**config.mk**
```make
export PLATFORM = sky130hd
export DESIGN_NAME = match_event_counter
export DESIGN_NICKNAME = d
export VERILOG_FILES = /design/src/rtl/match_event_counter.sv
export SDC_FILE = /design/constraint.sdc
export NUM_CORES = 1
export LEC_CHECK = 0
export ABC_AREA = 1
export CAP_MARGIN = 20
export CORE_UTILIZATION = 45
export DETAILED_ROUTE_END_ITERATION = 10
export PLACE_DENSITY = 0.72
export SYNTH_ARGS = -nofsm -noshare
export SYNTH_HDL_FRONTEND = slang
export SYNTH_SLANG_ARGS = --single-unit
```
**constraint.sdc**
```tcl
create_clock -name clk -period 1.9 [get_ports clk]
set_input_delay 0.19 -clock clk [delete_from_list [all_inputs] [get_ports clk]]
set_output_delay 0.19 -clock clk [all_outputs]
set_load 0.03 [all_outputs]
```
**src/rtl/match_event_counter.sv**
```systemverilog
// Counts match episodes from the sequence detector, measures each episode's length,
// tracks the longest one and raises a sticky interrupt at a programmable episode count.
module match_event_counter #(
  parameter int CNT_W = 8,
  parameter int RUN_W = 8
) (
  input  logic             clk,
  input  logic             rstn,
  input  logic [1:0]       i_match,
  input  logic             i_clr,
  input  logic [CNT_W-1:0] i_thresh,
  input  logic             i_irq_ack,
  output logic [CNT_W-1:0] o_event_cnt,
  output logic [RUN_W-1:0] o_run_len,
  output logic [RUN_W-1:0] o_last_run,
  output logic [RUN_W-1:0] o_max_run,
  output logic             o_in_run,
  output logic             o_irq
);

  typedef enum logic [1:0] {
    IDLE = 2'b00,
    RUN  = 2'b01
  } state_t;

  localparam logic [CNT_W-1:0] CNT_MAX = {CNT_W{1'b1}};
  localparam logic [RUN_W-1:0] RUN_MAX = {RUN_W{1'b1}};

  state_t           state_q, state_d;
  logic [CNT_W-1:0] evt_q, evt_d;
  logic [RUN_W-1:0] run_q, run_d;
  logic [RUN_W-1:0] last_q, last_d;
  logic [RUN_W-1:0] max_q, max_d;
  logic             irq_q, irq_d;

  logic             match;
  logic             irq_set;
  logic [CNT_W-1:0] evt_inc;

  assign match   = |i_match;
  assign evt_inc = evt_q + 1'b1;

  always_ff @(posedge clk or negedge rstn) begin
    if (!rstn) begin
      state_q <= IDLE;
      evt_q   <= '0;
      run_q   <= '0;
      last_q  <= '0;
      max_q   <= '0;
      irq_q   <= 1'b0;
    end else begin
      state_q <= state_d;
      evt_q   <= evt_d;
      run_q   <= run_d;
      last_q  <= last_d;
      max_q   <= max_d;
      irq_q   <= irq_d;
    end
  end

  always_comb begin
    state_d = state_q;
    evt_d   = evt_q;
    run_d   = run_q;
    last_d  = last_q;
    max_d   = max_q;
    irq_set = 1'b0;

    if (i_clr) begin
      state_d = IDLE;
      evt_d   = '0;
      run_d   = '0;
      last_d  = '0;
      max_d   = '0;
    end else begin
      unique case (state_q)
        IDLE: begin
          run_d = '0;
          if (match) begin
            state_d = RUN;
            run_d   = {{(RUN_W-1){1'b0}}, 1'b1};
            // A saturated count does not increment, so it can never re-fire the interrupt.
            if (evt_q != CNT_MAX) begin
              evt_d   = evt_inc;
              irq_set = (i_thresh != '0) && (evt_inc == i_thresh);
            end
          end
        end
        RUN: begin
          if (match) begin
            if (run_q != RUN_MAX) run_d = run_q + 1'b1;
          end else begin
            state_d = IDLE;
            last_d  = run_q;
            if (run_q > max_q) max_d = run_q;
            run_d   = '0;
          end
        end
        default: state_d = IDLE;
      endcase
    end

    if (i_clr)          irq_d = 1'b0;
    else if (irq_set)   irq_d = 1'b1;
    else if (i_irq_ack) irq_d = 1'b0;
    else                irq_d = irq_q;
  end

  assign o_event_cnt = evt_q;
  assign o_run_len   = run_q;
  assign o_last_run  = last_q;
  assign o_max_run   = max_q;
  assign o_in_run    = (state_q == RUN);
  assign o_irq       = irq_q;

endmodule

```
# Word level (Yosys, flattened, before mapping)
# Index checks and enable logic that the tools add are counted.
[word_totals]
latch_bits = 0
elab_cells = 60
output_inout_bits = 34
mem_bits_ro = 0
n_memories = 0
mem_bits_rw = 0
regBits = 35
in_bits = 14
[op_classes]
mul = 0
addsub = 2
div = 0
shift = 0
n_lt_le_gt_ge = 1
bitwise_logic = 0
eq_ne = 8
reduce_logical = 16
mux = 27
[op_table]
columns = ["cell", "n"]
rows = [
  ["8-bit two-way mux", 14],
  ["8-bit by 1-bit adder with 8-bit output, second input constant", 2],
  ["8-bit inequality test, second input constant", 2],
  ["8-bit one-hot mux with 2 select lines", 1],
  ["2-bit nonzero test", 5],
  ["8-bit equality test", 1],
  ["8-bit > comparator", 1],
  ["1-bit two-way mux", 8],
  ["8-bit nonzero test", 1],
  ["2-bit two-way mux", 3],
  ["3-bit inequality test, second input constant", 2],
  ["2-bit AND reduction", 3],
  ["3-bit AND reduction", 2],
  ["3-bit nonzero test", 2],
  ["4-bit by 3-bit inequality test with 1-bit output, second input constant", 1],
  ["2-bit one-hot mux with 2 select lines", 1],
  ["2-bit by 1-bit equality test with 1-bit output, second input constant", 1],
  ["2-bit zero test", 1],
  ["2-bit inequality test, second input constant", 1],
  ["2-bit OR reduction", 1],
  ["1-bit logical AND", 1],
]

# Longest topological paths before layout
# Gate-level depths: netlist of run 1.
[logic_depth]
word_depth = 9
ltp_mapped = 14
mapped_depth_nobuf = 14

# Worst setup path before layout of run 1
# No wires, ideal clock.
[synth_path]
path_kind = "reg-to-reg"
start = "register max_q[7] (netlist: o_max_run[7])"
end = "register max_q[0] (netlist: o_max_run[0])"
path_buffers = 0
arrival_time_ns = 1.601
t_required_ns = 1.782
setup_ns = 0.118
synth_period_minus_slack_ns = 1.719
slack_ns = 0.181
stages_incl_launch_ff = 12
cell_sequence = "dfrtp_1 > inv_1 > ha_1 > nand2_1 > nor2_1 > nand2_1 > nand2_1 > nand2_1 > nand2_1 > nand2_4 > nand2_1 > nand2_1"
[synth_via]
elab_chain_len = 3
[synth_rtl]
columns = ["element", "line_no", "source"]
rows = [
  ["from (decl)", "33", "logic [RUN_W-1:0] max_q, max_d;"],
  ["from (signal assigned)", "56", "max_q <= max_d;"],
  ["8-bit > comparator", "95", "if (run_q > max_q) max_d = run_q;"],
  ["2-bit nonzero test (no line)", "n/a", ""],
  ["3-bit AND reduction (no line)", "n/a", ""],
]
# No other way between the ends.
# A chain may end at the register's enable or synchronous reset.

# Worst setup path after layout of run 1
[layout_path]
start = "register evt_q[1] (netlist: o_event_cnt[1])"
end = "register evt_q[3] (netlist: o_event_cnt[3])"
[layout_via]
elab_chain_len = 5
elab_cells_between_ends = 8
cone_classes = "add/sub: 1; eq/ne: 1; mux: 4; reduce/logical: 2"
[layout_rtl]
columns = ["element", "line_no", "source"]
rows = [
  ["from (decl)", "30", "logic [CNT_W-1:0] evt_q, evt_d;"],
  ["from (signal assigned)", "53", "evt_q <= evt_d;"],
  ["8-bit by 1-bit adder with 8-bit output", "41", "assign evt_inc = evt_q + 1'b1;"],
  ["8-bit two-way mux", "83", "if (evt_q != CNT_MAX) begin"],
  ["8-bit two-way mux", "79", "if (match) begin"],
  ["8-bit two-way mux", "76", "unique case (state_q)"],
  ["8-bit two-way mux", "69", "if (i_clr) begin"],
]
# Parallel ways exist; a longest one is shown, timed or not. The select of a mux whose other input is x is not followed.

==> metrics.md, run 1 <==
| Metric | Value |
|---|---|
| Worst-path fanout max | `7` |
| CTS Sinks | `34` |
| Crit path launch | `o_event_cnt[1]$_DFFE_PN0P_` |
| Ports | `48` |
| Leak pwr | `roughly 0.0013 uW` |
| Synthesized cell area | `between 2000 and 2500 sq um` |
| Initial antenna violation count | `0` |
| Core area | `roughly 4400 sq um` |
| Gate Count Post-Synth | `281` |
| ANT cells | `0` |
| Max cap viols | `0` |
| Vias in the first global route | `between 1500 and 2000` |
| GRT Residual Overflow | `0` |
| Critical Path RT | `2.07 ns` |
| Post-Place Worst Slack | `0.125 ns` |
| GR Layer Usage met1 | `32.1%` |
| Slew Limit Headroom | `roughly 72%` |
| Top delay family on crit path | `simple AND/OR/NAND/NOR gates` |
| Yosys reg bits | `34` |
| Port bufs | `between 40 and 50` |
| NumNets Final | `between 300 and 400` |
| Max Clock Freq | `584 MHz` |
| Period minus WS final | `1.71 ns` |
| Crit-path slowest cell | `dfrtp_1` |
| Most frequent cells in the layout | `nand2_1 (77), clkdlybuf4s50_1 (47), inv_1 (37)` |
| Largest net degree at the start of global routing | `35` |
| Routed wire length | `a little under 5000 microns` |
| First drt pass iteration count | `6` |
| Via/cell ratio | `between 5 and 6` |
| Measured slew at the worst slew-check pin | `0.426 ns` |
| CP Class | `reg2reg` |
| Seq/Total Area, Yosys | `between 30% and 40%` |
| Cell Pwr Density | `560 nW/um^2` |
| Initial DRC count | `roughly 150` |
| Die X-Extent | `around 71 microns` |
| GR peak layer | `met1` |
| Yosys cell types | `30` |
| Worst flop-to-flop path startpoint | `o_event_cnt[1]$_DFFE_PN0P_` |
| Max stage delay on crit path | `around 0.44 ns` |
| VDD IR-drop max | `between 0.3 and 0.4 mV` |
| Max Root-Sink Buffers | `2` |
| Final number of max-transition violations | `0` |
| Antenna Nets Post-Route | `0` |
| Clock root cell | `clkbuf_8` |
| Final Cycle Share | `90.1%` |
| GRT Total Usage | `21.6%` |
| Non-filler cells, final | `between 300 and 400` |
| Post-DP HPWL | `~3900 microns` |
| Met3 usage | `just under 4%` |
| Post-DP Area | `around 2700 sq um` |
| Final Hold Viols | `0` |
| Worst-Skew Late Latency | `~0.28 ns` |
| CTS tree | `done` |
| Design area | `2790 sq um` |
| Cell count after placement | `between 300 and 400` |
| Synth top area share | `about two fifths` |
| Final setup fails | `0` |
| Fin util | `62.7%` |
| GPL Wtd Cong | `0.877` |
| Dominant cell type by area after synthesis | `dfrtp_1` |
| Hold/Removal Path Class | `in2async` |
| Area Overhead vs Synth | `30.4%` |
| Fill cells | `around 400` |
| Yosys warning count | `0` |
| Syn avg cell area | `~7.6 sq um` |
| Ratio of cells with drive above 1 in the final layout | `about an eighth` |
| RSZ-0062 raised after global routing | `false` |
| Net Count, Synth | `a little over 300` |
| CTS clk-pin slew, worst paths | `about 0.06 ns` |
| DRC | `0` |
| Worst path bufs/invs | `2` |
| Die Height | `70.9 microns` |
| Die Area | `just over 5000 sq um` |
| Starting Density | `roughly half` |
| First-pass GRT wire length | `between 8000 and 9000 microns` |
| Critical-path cell list | `ha_1 -> nand2_1 -> inv_2 -> nand3_2 -> nor2_4 -> nor3_4 -> inv_2 -> nand2_1 -> o21ai_1` |
| Met2 Usage GRT | `between 30% and 40%` |
| Worst Clk Skew | `about 0.0041 ns` |
| Post-route setup slack | `~0.19 ns` |
| # rows | `24` |
| Crit path DAT | `about 1.9 ns` |
| Top cells by area, synth | `dfrtp_1 (40%), nand2_1 (14%), inv_1 (6.5%)` |
| Status | `completed` |
| Critical path endpoint category | `flop` |
| WL/cell | `12.5 microns` |
| Commonest non-fill, non-tap cell in the layout | `nand2_1` |
| Vias | `around 2000` |
| Total negative slack | `0 ns` |
| CTS buffer count | `5` |
| Max H-tree Level | `2` |
| CP Launch Type | `flop` |
-- routing by layer --
metal | vias up | part of all wire [%]
met5 | - | 0
met2 | 73 | 42
li1 | 1018 | -
met3 | 11 | 4.8
met4 | 0 | 1.7
met1 | 895 | 51
-- final timing paths --
kind                                              end  cells past startpoint  slack (ns)
setup / recovery           o_event_cnt[3]$_DFFE_PN0P_                      9        0.19
hold / removal               o_run_len[5]$_DFFE_PN0P_                      2        0.31
setup reg to reg           o_event_cnt[3]$_DFFE_PN0P_                      9        0.19
hold reg to reg             o_last_run[6]$_DFFE_PN0P_                      1        0.49
max in group asynchronous    o_max_run[3]$_DFFE_PN0P_                      2        1.29
min in group clk            o_last_run[6]$_DFFE_PN0P_                      1        0.49
-- sequential cells by signal, indices dropped and copies added (netlist names) --
signal       count
o_event_cnt      8
o_irq            1
o_last_run       8
o_max_run        8
o_run_len        8
state_q          1
-- Yosys cell counts (all sizes together) --
cell and count:
nand3b 1, buf 2, nand2 84, o21ai 13, mux2 8, o22a 1
nor3 3, nor2 37, a21o 1, nand3 28, dfrtp 34, a21oi 9
ha 10, or2 1, a211oi 1, a22oi 1, nand4 6, inv 41
-- metrics by stage --
| step | hold slack, ns | power, uW |
|---|---|---|
| 6_report | 0.309 | 1560 |
| 5_1_grt | 0.337 | 1660 |
| 4_1_cts | 0.322 | 1580 |
| 3_5_place_dp | 0.489 | 1050 |
| 2_1_floorplan | -0.106 | 935 |
| 3_3_place_gp | 0.464 | 1050 |
-- area by class of cell --
type                    count  area [sq um]  share of cell area (%)
clock buffers               6          82.6                    2.96
inverters                  41           154                    5.53
multi-input cells         204          1120                    40.1
flip-flops and latches     34           851                    30.5
well taps                  52          65.1                    2.34
repair buffers             53           515                    18.5
-- kinds of logic (layout without fill, tap and decap cells) --
kind of cell / count (synthesis) / after routing / share of synthesized area (%)
AOI/OAI and AO/OA: 26 / 26 / 7.15
adders and majority gates: 10 / 10 / 5.86
buffers and inverters: 43 / 100 / 7.97
muxes: 8 / 8 / 4.22
and+or+nand+nor: 160 / 160 / 35.0
DFF: 34 / 34 / 39.8
-- repair_timing --
item / 4_1_cts / 5_1_grt
hold buffers: 0 / 0
setup buffers: 0 / 0
resized for setup: 0 / 1
hold endpoints to repair: 0 / 0
setup endpoints to repair: 0 / 8
-- report_power, final --
part / internal (uW) / switching, uW / leakage, uW
clock network: 279 / 241 / 0.0000431
registers: 740 / 17.9 / 0.000469
logic: 113 / 168 / 0.000806
No activity file was read; power rests on OpenSTA's default activity.
==> run 2, diff against run 1 <==
Settings changed: ABC_CLOCK_PERIOD_IN_PS from default to 1900, CTS_CLUSTER_DIAMETER from default to 80.
==> results of run 2 <==
Same layout as run 1: the final DEF is identical, and so are final timing and power.
